<file path="config.mk">
export PLATFORM = sky130hd
export DESIGN_NAME = fetch_unit_flat
export DESIGN_NICKNAME = d
export VERILOG_FILES = /design/src/rtl/fetch_unit_if.sv /design/src/rtl/fetch_unit.sv /design/src/flat_wrapper.sv
export SDC_FILE = /design/constraint.sdc
export NUM_CORES = 1
export LEC_CHECK = 0
export ABC_AREA = 0
export ABC_CLOCK_PERIOD_IN_PS = 1700
export BUFFER_PORTS_ARGS = -buffer_cell sky130_fd_sc_hd__clkbuf_2
export CORE_MARGIN = 2
export CORE_UTILIZATION = 54
export DETAILED_ROUTE_END_ITERATION = 8
export GPL_ROUTABILITY_DRIVEN = 0
export PLACE_DENSITY_LB_ADDON = 0.05
export RECOVER_POWER = 100
export SKIP_LAST_GASP = 1
export SLEW_MARGIN = 20
export SYNTH_ARGS = -nofsm -noshare
export SYNTH_HDL_FRONTEND = slang
export SYNTH_SLANG_ARGS = --single-unit
</file>
<file path="constraint.sdc">
create_clock -name Clk -period 1.7 [get_ports Clk]
set_input_delay 0.17 -clock Clk [delete_from_list [all_inputs] [get_ports Clk]]
set_output_delay 0.17 -clock Clk [all_outputs]
set_load 0.005 [all_outputs]
</file>
<file path="src/rtl/fetch_unit_if.sv">
// Fetch-stage bus: program control and branch inputs in, ROM address and status out.
// The environment (decoder/ALU/host) uses master; the fetch unit uses slave.
interface fetch_unit_if #(
    parameter int PC_W  = 10,
    parameter int CNT_W = 16
);
    logic             Start;
    logic             BranchEn;
    logic             Zero;
    logic [2:0]       PCTarg;
    logic             Ack;
    logic             LutWrEn;
    logic [2:0]       LutWrIdx;
    logic [PC_W-1:0]  LutWrData;
    logic [PC_W-1:0]  ProgCtr;
    logic             InstrValid;
    logic             Done;
    logic [CNT_W-1:0] CycleCnt;

    modport master (
        output Start, BranchEn, Zero, PCTarg, Ack, LutWrEn, LutWrIdx, LutWrData,
        input  ProgCtr, InstrValid, Done, CycleCnt
    );

    modport slave (
        input  Start, BranchEn, Zero, PCTarg, Ack, LutWrEn, LutWrIdx, LutWrData,
        output ProgCtr, InstrValid, Done, CycleCnt
    );
endinterface

</file>
<file path="src/rtl/fetch_unit.sv">
// PC/fetch stage: IDLE/RUN/DONE sequencer, LUT-resolved branches, saturating cycle count.
// All outputs registered; branch target on ProgCtr one cycle after BranchEn&Zero; no stall.
module fetch_unit #(
    parameter int PC_W       = 10,
    parameter int START_ADDR = 0,
    parameter int CNT_W      = 16
) (
    input  logic          Clk,
    input  logic          Reset,
    fetch_unit_if.slave   bus
);
    typedef enum logic [1:0] {
        ST_IDLE = 2'd0,
        ST_RUN  = 2'd1,
        ST_DONE = 2'd2
    } state_t;

    localparam logic [PC_W-1:0]  START_PC = START_ADDR[PC_W-1:0];
    localparam logic [PC_W-1:0]  PC_ONE   = {{(PC_W-1){1'b0}}, 1'b1};
    localparam logic [CNT_W-1:0] CNT_ONE  = {{(CNT_W-1){1'b0}}, 1'b1};

    state_t           r_state;
    logic [PC_W-1:0]  r_pc;
    logic [CNT_W-1:0] r_cnt;
    logic             r_instr_valid;
    logic             r_done;
    logic [PC_W-1:0]  r_lut [8];

    logic [PC_W-1:0]  w_lut_rd;
    logic [CNT_W-1:0] w_cnt_inc;
    logic             w_taken;

    assign w_lut_rd  = r_lut[bus.PCTarg];
    assign w_taken   = bus.BranchEn & bus.Zero;
    // Counter sticks at all-ones instead of wrapping.
    assign w_cnt_inc = (r_cnt == {CNT_W{1'b1}}) ? r_cnt : r_cnt + CNT_ONE;

    always_ff @(posedge Clk or negedge Reset) begin
        if (!Reset) begin
            r_state       <= ST_IDLE;
            r_pc          <= START_PC;
            r_cnt         <= '0;
            r_instr_valid <= 1'b0;
            r_done        <= 1'b0;
            for (int i = 0; i < 8; i++) begin
                r_lut[i] <= '0;
            end
        end else begin
            if (r_state == ST_IDLE && bus.LutWrEn) begin
                r_lut[bus.LutWrIdx] <= bus.LutWrData;
            end

            if (bus.Start) begin
                r_state       <= ST_IDLE;
                r_pc          <= START_PC;
                r_cnt         <= '0;
                r_instr_valid <= 1'b0;
                r_done        <= 1'b0;
            end else begin
                case (r_state)
                    ST_IDLE: begin
                        r_state       <= ST_RUN;
                        r_instr_valid <= 1'b1;
                        r_done        <= 1'b0;
                    end
                    ST_RUN: begin
                        r_cnt <= w_cnt_inc;
                        if (bus.Ack) begin
                            r_state       <= ST_DONE;
                            r_instr_valid <= 1'b0;
                            r_done        <= 1'b1;
                        end else if (w_taken) begin
                            r_pc <= w_lut_rd;
                        end else begin
                            r_pc <= r_pc + PC_ONE;
                        end
                    end
                    ST_DONE: begin
                        r_instr_valid <= 1'b0;
                        r_done        <= 1'b1;
                    end
                    default: begin
                        r_state       <= ST_IDLE;
                        r_instr_valid <= 1'b0;
                        r_done        <= 1'b0;
                    end
                endcase
            end
        end
    end

    assign bus.ProgCtr    = r_pc;
    assign bus.InstrValid = r_instr_valid;
    assign bus.Done       = r_done;
    assign bus.CycleCnt   = r_cnt;
endmodule

</file>
<file path="src/flat_wrapper.sv">
// flat-port wrapper written by rule: the top's interface ports become plain ports
module fetch_unit_flat 
#(
    parameter int PC_W       = 10,
    parameter int START_ADDR = 0,
    parameter int CNT_W      = 16
)
  (Clk, Reset, bus_Start, bus_BranchEn, bus_Zero, bus_PCTarg, bus_Ack, bus_LutWrEn, bus_LutWrIdx, bus_LutWrData, bus_ProgCtr, bus_InstrValid, bus_Done, bus_CycleCnt);
  fetch_unit_if #(.PC_W(PC_W), .CNT_W(CNT_W)) bus_i ();
  input  logic Clk;
  input  logic Reset;
  input wire logic [$bits(bus_i.Start)-1:0] bus_Start;
  input wire logic [$bits(bus_i.BranchEn)-1:0] bus_BranchEn;
  input wire logic [$bits(bus_i.Zero)-1:0] bus_Zero;
  input wire logic [$bits(bus_i.PCTarg)-1:0] bus_PCTarg;
  input wire logic [$bits(bus_i.Ack)-1:0] bus_Ack;
  input wire logic [$bits(bus_i.LutWrEn)-1:0] bus_LutWrEn;
  input wire logic [$bits(bus_i.LutWrIdx)-1:0] bus_LutWrIdx;
  input wire logic [$bits(bus_i.LutWrData)-1:0] bus_LutWrData;
  output wire logic [$bits(bus_i.ProgCtr)-1:0] bus_ProgCtr;
  output wire logic [$bits(bus_i.InstrValid)-1:0] bus_InstrValid;
  output wire logic [$bits(bus_i.Done)-1:0] bus_Done;
  output wire logic [$bits(bus_i.CycleCnt)-1:0] bus_CycleCnt;
  assign bus_i.Start = bus_Start;
  assign bus_i.BranchEn = bus_BranchEn;
  assign bus_i.Zero = bus_Zero;
  assign bus_i.PCTarg = bus_PCTarg;
  assign bus_i.Ack = bus_Ack;
  assign bus_i.LutWrEn = bus_LutWrEn;
  assign bus_i.LutWrIdx = bus_LutWrIdx;
  assign bus_i.LutWrData = bus_LutWrData;
  assign bus_ProgCtr = bus_i.ProgCtr;
  assign bus_InstrValid = bus_i.InstrValid;
  assign bus_Done = bus_i.Done;
  assign bus_CycleCnt = bus_i.CycleCnt;
  fetch_unit #(.PC_W(PC_W), .START_ADDR(START_ADDR), .CNT_W(CNT_W)) u_core (.Clk(Clk), .Reset(Reset), .bus(bus_i));
endmodule
</file>
## After elaboration in Yosys (flattened, before gate mapping)

Cells that the tools add are included.

- $add $sub $neg: 2
- Reduce and logical (&&, ||, !) cells: 7
- Muxes and demuxes: 22
- Eq/ne operators: 7
- Bitwise logic cells: 3
- $lt $le $gt $ge: 3

Operators by type and width:

| operator | count |
|---|---|
| $bwmux 80 | 1 |
| $mux 10 | 7 |
| $mux 16 | 3 |
| $bmux 10 s3 | 1 |
| $demux 10 s3 | 1 |
| $add 16x1->16 const B | 1 |
| $eq 16x16->1 const B | 1 |
| $add 10x1->10 const B | 1 |
| $ge 4x4->1 const B | 2 |
| $not 3->4 | 2 |
| $ne 2x2->1 const B | 3 |
| $pmux 2 s3 | 1 |
| $reduce_and 2->1 | 3 |
| $lt 4x1->1 const B | 1 |
| $mux 1 | 4 |
| $mux 2 | 2 |
| $pmux 1 s2 | 2 |
| $ne 3x3->1 const B | 1 |
| $eq 2x1->1 const B | 1 |
| $eq 2x2->1 const B | 1 |
| $logic_and 1x1->1 | 2 |
| $logic_not 2->1 | 1 |
| $reduce_bool 2->1 | 1 |
| $and 1x1->1 | 1 |

- Output and inout bits: 28
- Bits in registers: 110
- Bits of input ports: 23
- Word-level logic and storage cells: 57

## Depth between registers and ports, before layout

- Word-level depth: 8
- Mapped depth: 8
- Mapped depth without buffers: 7

## Worst setup path after synthesis

Ideal clock, no wire load.

- Path type: flip-flop to flip-flop
- From: reg u_core.r_state[0]
- To: reg u_core.r_lut[70] (netlist bit)
- Period minus slack after synthesis: 1,740 ps
- Data arrival time: 1,612 ps
- Data required time: 1,572 ps
- Setup time: 128 ps
- Path slack: -40 ps
- Path buffers: 1
- Cell stages (with the launch flop): 6
- Path through: dfrtp_1 > inv_1 > ha_1 > or4b_1 > buf_2 > mux2_1

- Longest elaborated chain between the ends: 2

Ends and longest elaborated chain:

| item | line | source |
|---|---|---|
| from (decl) | fetch_unit.sv:22 | `state_t r_state;` |
| from (signal assigned) | fetch_unit.sv:40 | `r_state <= ST_IDLE;` |
| from (signal assigned) | fetch_unit.sv:54 | `r_state <= ST_IDLE;` |
| from (signal assigned) | fetch_unit.sv:62 | `r_state <= ST_RUN;` |
| $logic_not 2->1 | fetch_unit.sv:49 | `if (r_state == ST_IDLE && bus.LutWrEn) begin` |
| $logic_and 1x1->1 | fetch_unit.sv:49 |  |
| to (signal, indexed assignment) | fetch_unit.sv:50 | `r_lut[bus.LutWrIdx] <= bus.LutWrData;` |
| to (decl) | fetch_unit.sv:27 | `logic [PC_W-1:0] r_lut [8];` |

No other way between the ends.
A chain may end at the register's enable or synchronous reset.

## Worst setup path in the final report

- From: reg u_core.r_state[1]
- To: reg u_core.r_lut[70] (netlist bit)

The elaborated chain is that of the path after synthesis.

==> summary.md <==
| Metric | Value |
|---|---|
| Result of the run | `complete, but fails checks` |
| Violations in the final reports | `setup timing` |
| Chip width | `104 um` |
| Share of final-layout standard cells stronger than drive strength 1 | `0.471` |
| Leakage power | `2.84 nW` |
| Power after layout | `between 8 and 9 mW` |
| Std-Cell Core Area | `between 0.009 and 0.01 mm^2` |
| Post-synthesis cell type count | `50` |
| Die area | `0.0109 mm^2` |
| Area growth syn-to-layout | `23.6%` |
| Top fanout value on the critical path | `7` |
| Final routed wirelength across all metal layers | `roughly 13000 um` |
| Filler-free cell count of the finished design | `649` |
| Filler cell count in the final layout | `697` |
| Setup repair after global routing missed its margin | `true` |
| Clock slew at the register clock pins of the worst setup and hold paths | `0.10 ns` |
| Vias per Instance | `5.88` |
| Clock latency at the later pin of the worst-skew pair | `0.38 ns` |
| Final core utilization | `0.686` |
| TritonCTS Buffers | `9` |
| Nets@finish | `541` |
| Number of H-tree branching levels | `3` |
| First-pass GRT wire length | `20700 um` |
| Vias after detailed routing | `around 3800` |
| Final-report max-slew violation count | `0` |
| FF/Latch Area | `0.00275 mm^2` |
| CTS tree | `built` |
| Number of hold violations in the final report | `0` |
| Synthesized area per cell | `about 13 um^2` |
| GRT Resource Usage Total | `0.248` |
| Count of clock tree sinks | `110` |
| Root buf cell | `sky130_fd_sc_hd__clkbuf_8` |
| Synthesized Nets | `442` |
| Number of maximum-capacitance violations | `0` |
| Number of detailed-routing iterations run before antenna repair | `4` |
| Kind of start point of the critical path | `register` |
| Syn Inst Count | `413` |
| DR WL/cell | `20.2 um` |
| Number of buffers inserted by port buffering | `50` |
| Area taken by multi-input logic gates | `between 0.002 and 0.003 mm^2` |
| Number of warnings printed during yosys synthesis | `0` |
| Maximum clock frequency | `558 MHz` |
| Required time at the endpoint of the critical path | `1.97 ns` |
| Critical Path AT | `between 2 and 2.5 ns` |
| Post-synthesis sequential element count | `110` |
| Cell Count Post-Placement | `between 600 and 700` |
| Number of remaining DRC errors | `0` |
| Site Rows | `36` |
| Max_slew headroom | `0.323` |
| Dominant synthesized flop cell | `sky130_fd_sc_hd__dfrtp_1` |
| Number of design-rule violations left by the first detailed-router iteration | `214` |
| Via count of the first global-routing pass | `3815` |
| Classification of the worst setup path | `reg -> reg` |
| Die span in y | `104 um` |
| Antenna-violating nets left | `0` |
| Highest cell delay on the worst timing path | `slightly below 0.6 ns` |
| Post-Synthesis Cell Area | `0.00543 mm^2` |
| Most common library cell in the layout ignoring fill and taps | `sky130_fd_sc_hd__dfrtp_1` |
| HPWL after DPL | `8350 um` |
| Nature of the critical path endpoint | `register` |
| Maximum VDD drop | `between 0.0009 and 0.001 V` |
| Post-synthesis sequential area ratio | `0.507` |
| Post-synth ARST share | `1.00` |
| Count of antenna diodes in the layout | `0` |
| Worst path bufs/invs | `2` |
| Cell area power density | `around 1300 mW/mm^2` |
| Largest net degree at the start of global routing | `46` |
| CP top delay family | `simple AND/OR/NAND/NOR gates` |
| EDFF count, synth | `0` |
| Setup total negative slack | `-1.84 ns` |
| Measured slew at the worst slew-check pin | `just over 1 ns` |
| Final global-route overflow total | `0` |
| Initial cell density of the core | `0.555` |
| Crit path cell chain | `inv_2 > buf_6 > ha_4 > or4b_4 > mux2_4` |
| Clock Path Buffers | `2` |
| Setup clock skew after layout | `0.00997 ns` |
| Number of antenna violations at the first check in global routing | `0` |
| Final critical-path setup slack | `-0.0909 ns` |
| Boundary pin count | `51` |
| Final Setup Violations | `75` |
| Setup slack of the worst register-to-register path | `-0.09 ns` |
| Period utilization | `1.05` |
| Worst hold path type | `in -> reg` |
| Period minus WS final | `1.79 ns` |
| Slowest stage cell, crit path | `sky130_fd_sc_hd__or4b_4` |
| Top library cells by usage in the layout, fill and taps aside | `sky130_fd_sc_hd__dfrtp_1, sky130_fd_sc_hd__mux2_2, sky130_fd_sc_hd__clkbuf_2` |
synthesized netlist by cell type, types with 6 or more instances:
cell type | instances | area share
sky130_fd_sc_hd__a21oi_1 | 18 | 0.017
sky130_fd_sc_hd__mux4_2 | 18 | 0.075
sky130_fd_sc_hd__nand3_1 | 10 | 0.0092
sky130_fd_sc_hd__mux2_2 | 71 | 0.15
sky130_fd_sc_hd__nor2_1 | 22 | 0.015
sky130_fd_sc_hd__a31oi_1 | 8 | 0.0092
sky130_fd_sc_hd__o21ai_0 | 9 | 0.0083
sky130_fd_sc_hd__clkbuf_1 | 7 | 0.0048
sky130_fd_sc_hd__nand4_1 | 6 | 0.0069
sky130_fd_sc_hd__ha_1 | 6 | 0.014
sky130_fd_sc_hd__mux2_1 | 12 | 0.025
sky130_fd_sc_hd__nor3b_1 | 6 | 0.0083
sky130_fd_sc_hd__nor3_1 | 7 | 0.0065
sky130_fd_sc_hd__nand2_1 | 21 | 0.015
sky130_fd_sc_hd__xnor2_1 | 11 | 0.018
sky130_fd_sc_hd__dfrtp_1 | 110 | 0.51
sky130_fd_sc_hd__mux2i_1 | 7 | 0.013
worst reg2reg max path: stages, from the launching register on:
cell	delay, ns
sky130_fd_sc_hd__dfrtp_1	0.40
sky130_fd_sc_hd__inv_2	0.07
sky130_fd_sc_hd__buf_6	0.10
sky130_fd_sc_hd__ha_4	0.19
sky130_fd_sc_hd__or4b_4	0.59
sky130_fd_sc_hd__mux2_4	0.33
cell families after synthesis:
kind of cell    share of synthesized area
compound gates                     0.0636
xor+xnor                           0.0210
fa+ha+maj                          0.0138
buf+inv                            0.0184
flops                               0.507
mux                                 0.260
simple gates                        0.116
state kept, by name, indices dropped and copies added (netlist names):
signal / count
u_core.bus.CycleCnt: 16
u_core.r_state: 2
u_core.bus.ProgCtr: 10
u_core.r_lut: 80
u_core.bus.Done: 1
u_core.bus.InstrValid: 1
final timing paths:
kind	from	end	cells after the start
worst max-delay path	u_core.r_state[1]	u_core.r_lut[70]	5
worst min-delay path	bus_Start	u_core.bus.CycleCnt[9]	3
worst max register to register	u_core.r_state[1]	u_core.r_lut[70]	5
worst min register to register	u_core.r_lut[35]	u_core.r_lut[35]	1
max in group asynchronous	Reset	u_core.r_lut[29]	3
min in group asynchronous	Reset	u_core.bus.InstrValid	2
routing by layer:
metal | up-vias | wire length (um) | global-route usage
met2 | 94 | 6490 | 0.410
met3 | 22 | 534 | 0.0627
met1 | 1960 | 5860 | 0.325
met4 | 0 | 254 | 0.0734
met5 | - | 0 | 0
li1 | 1739 | - | -
what timing repair did:
item,CTS,global route
hold buffers,1,0
endpoints found under the hold margin,35,0
setup endpoints to repair,97,102
gates resized for setup,24,34
setup buffers,5,2
cloned,1,1
pin swaps,7,10
cell type report:
type | instances | area share
timing repair buffer | 105 | 0.109
inverter | 2 | 0.00112
tap | 133 | 0.0248
clock buffer | 10 | 0.0205
sequential | 110 | 0.411
clock inverter | 5 | 0.00989
multi-input combinational | 284 | 0.424
metrics by stage:
step | instance area (um^2) | setup slack (ns) | hold slack (ns)
after CTS | 6590 | -0.0951 | 0.0878
after global routing | 6710 | -0.130 | 0.0979
after detailed placement | 6220 | -0.198 | 0.182
final | 6710 | -0.0909 | 0.100
after global placement | 6220 | -0.163 | 0.177
after floorplan | 5450 | -0.0135 | -0.126
power breakdown:
part | internal [mW] | leakage, nW | switching, mW
Clock | 0.732 | 0.101 | 0.909
Sequential | 3.66 | 1.37 | 0.596
Combinational | 1.88 | 1.36 | 1.14
Total | 6.27 | 2.84 | 2.65
Note: power is estimated with default switching activity, not from simulation.
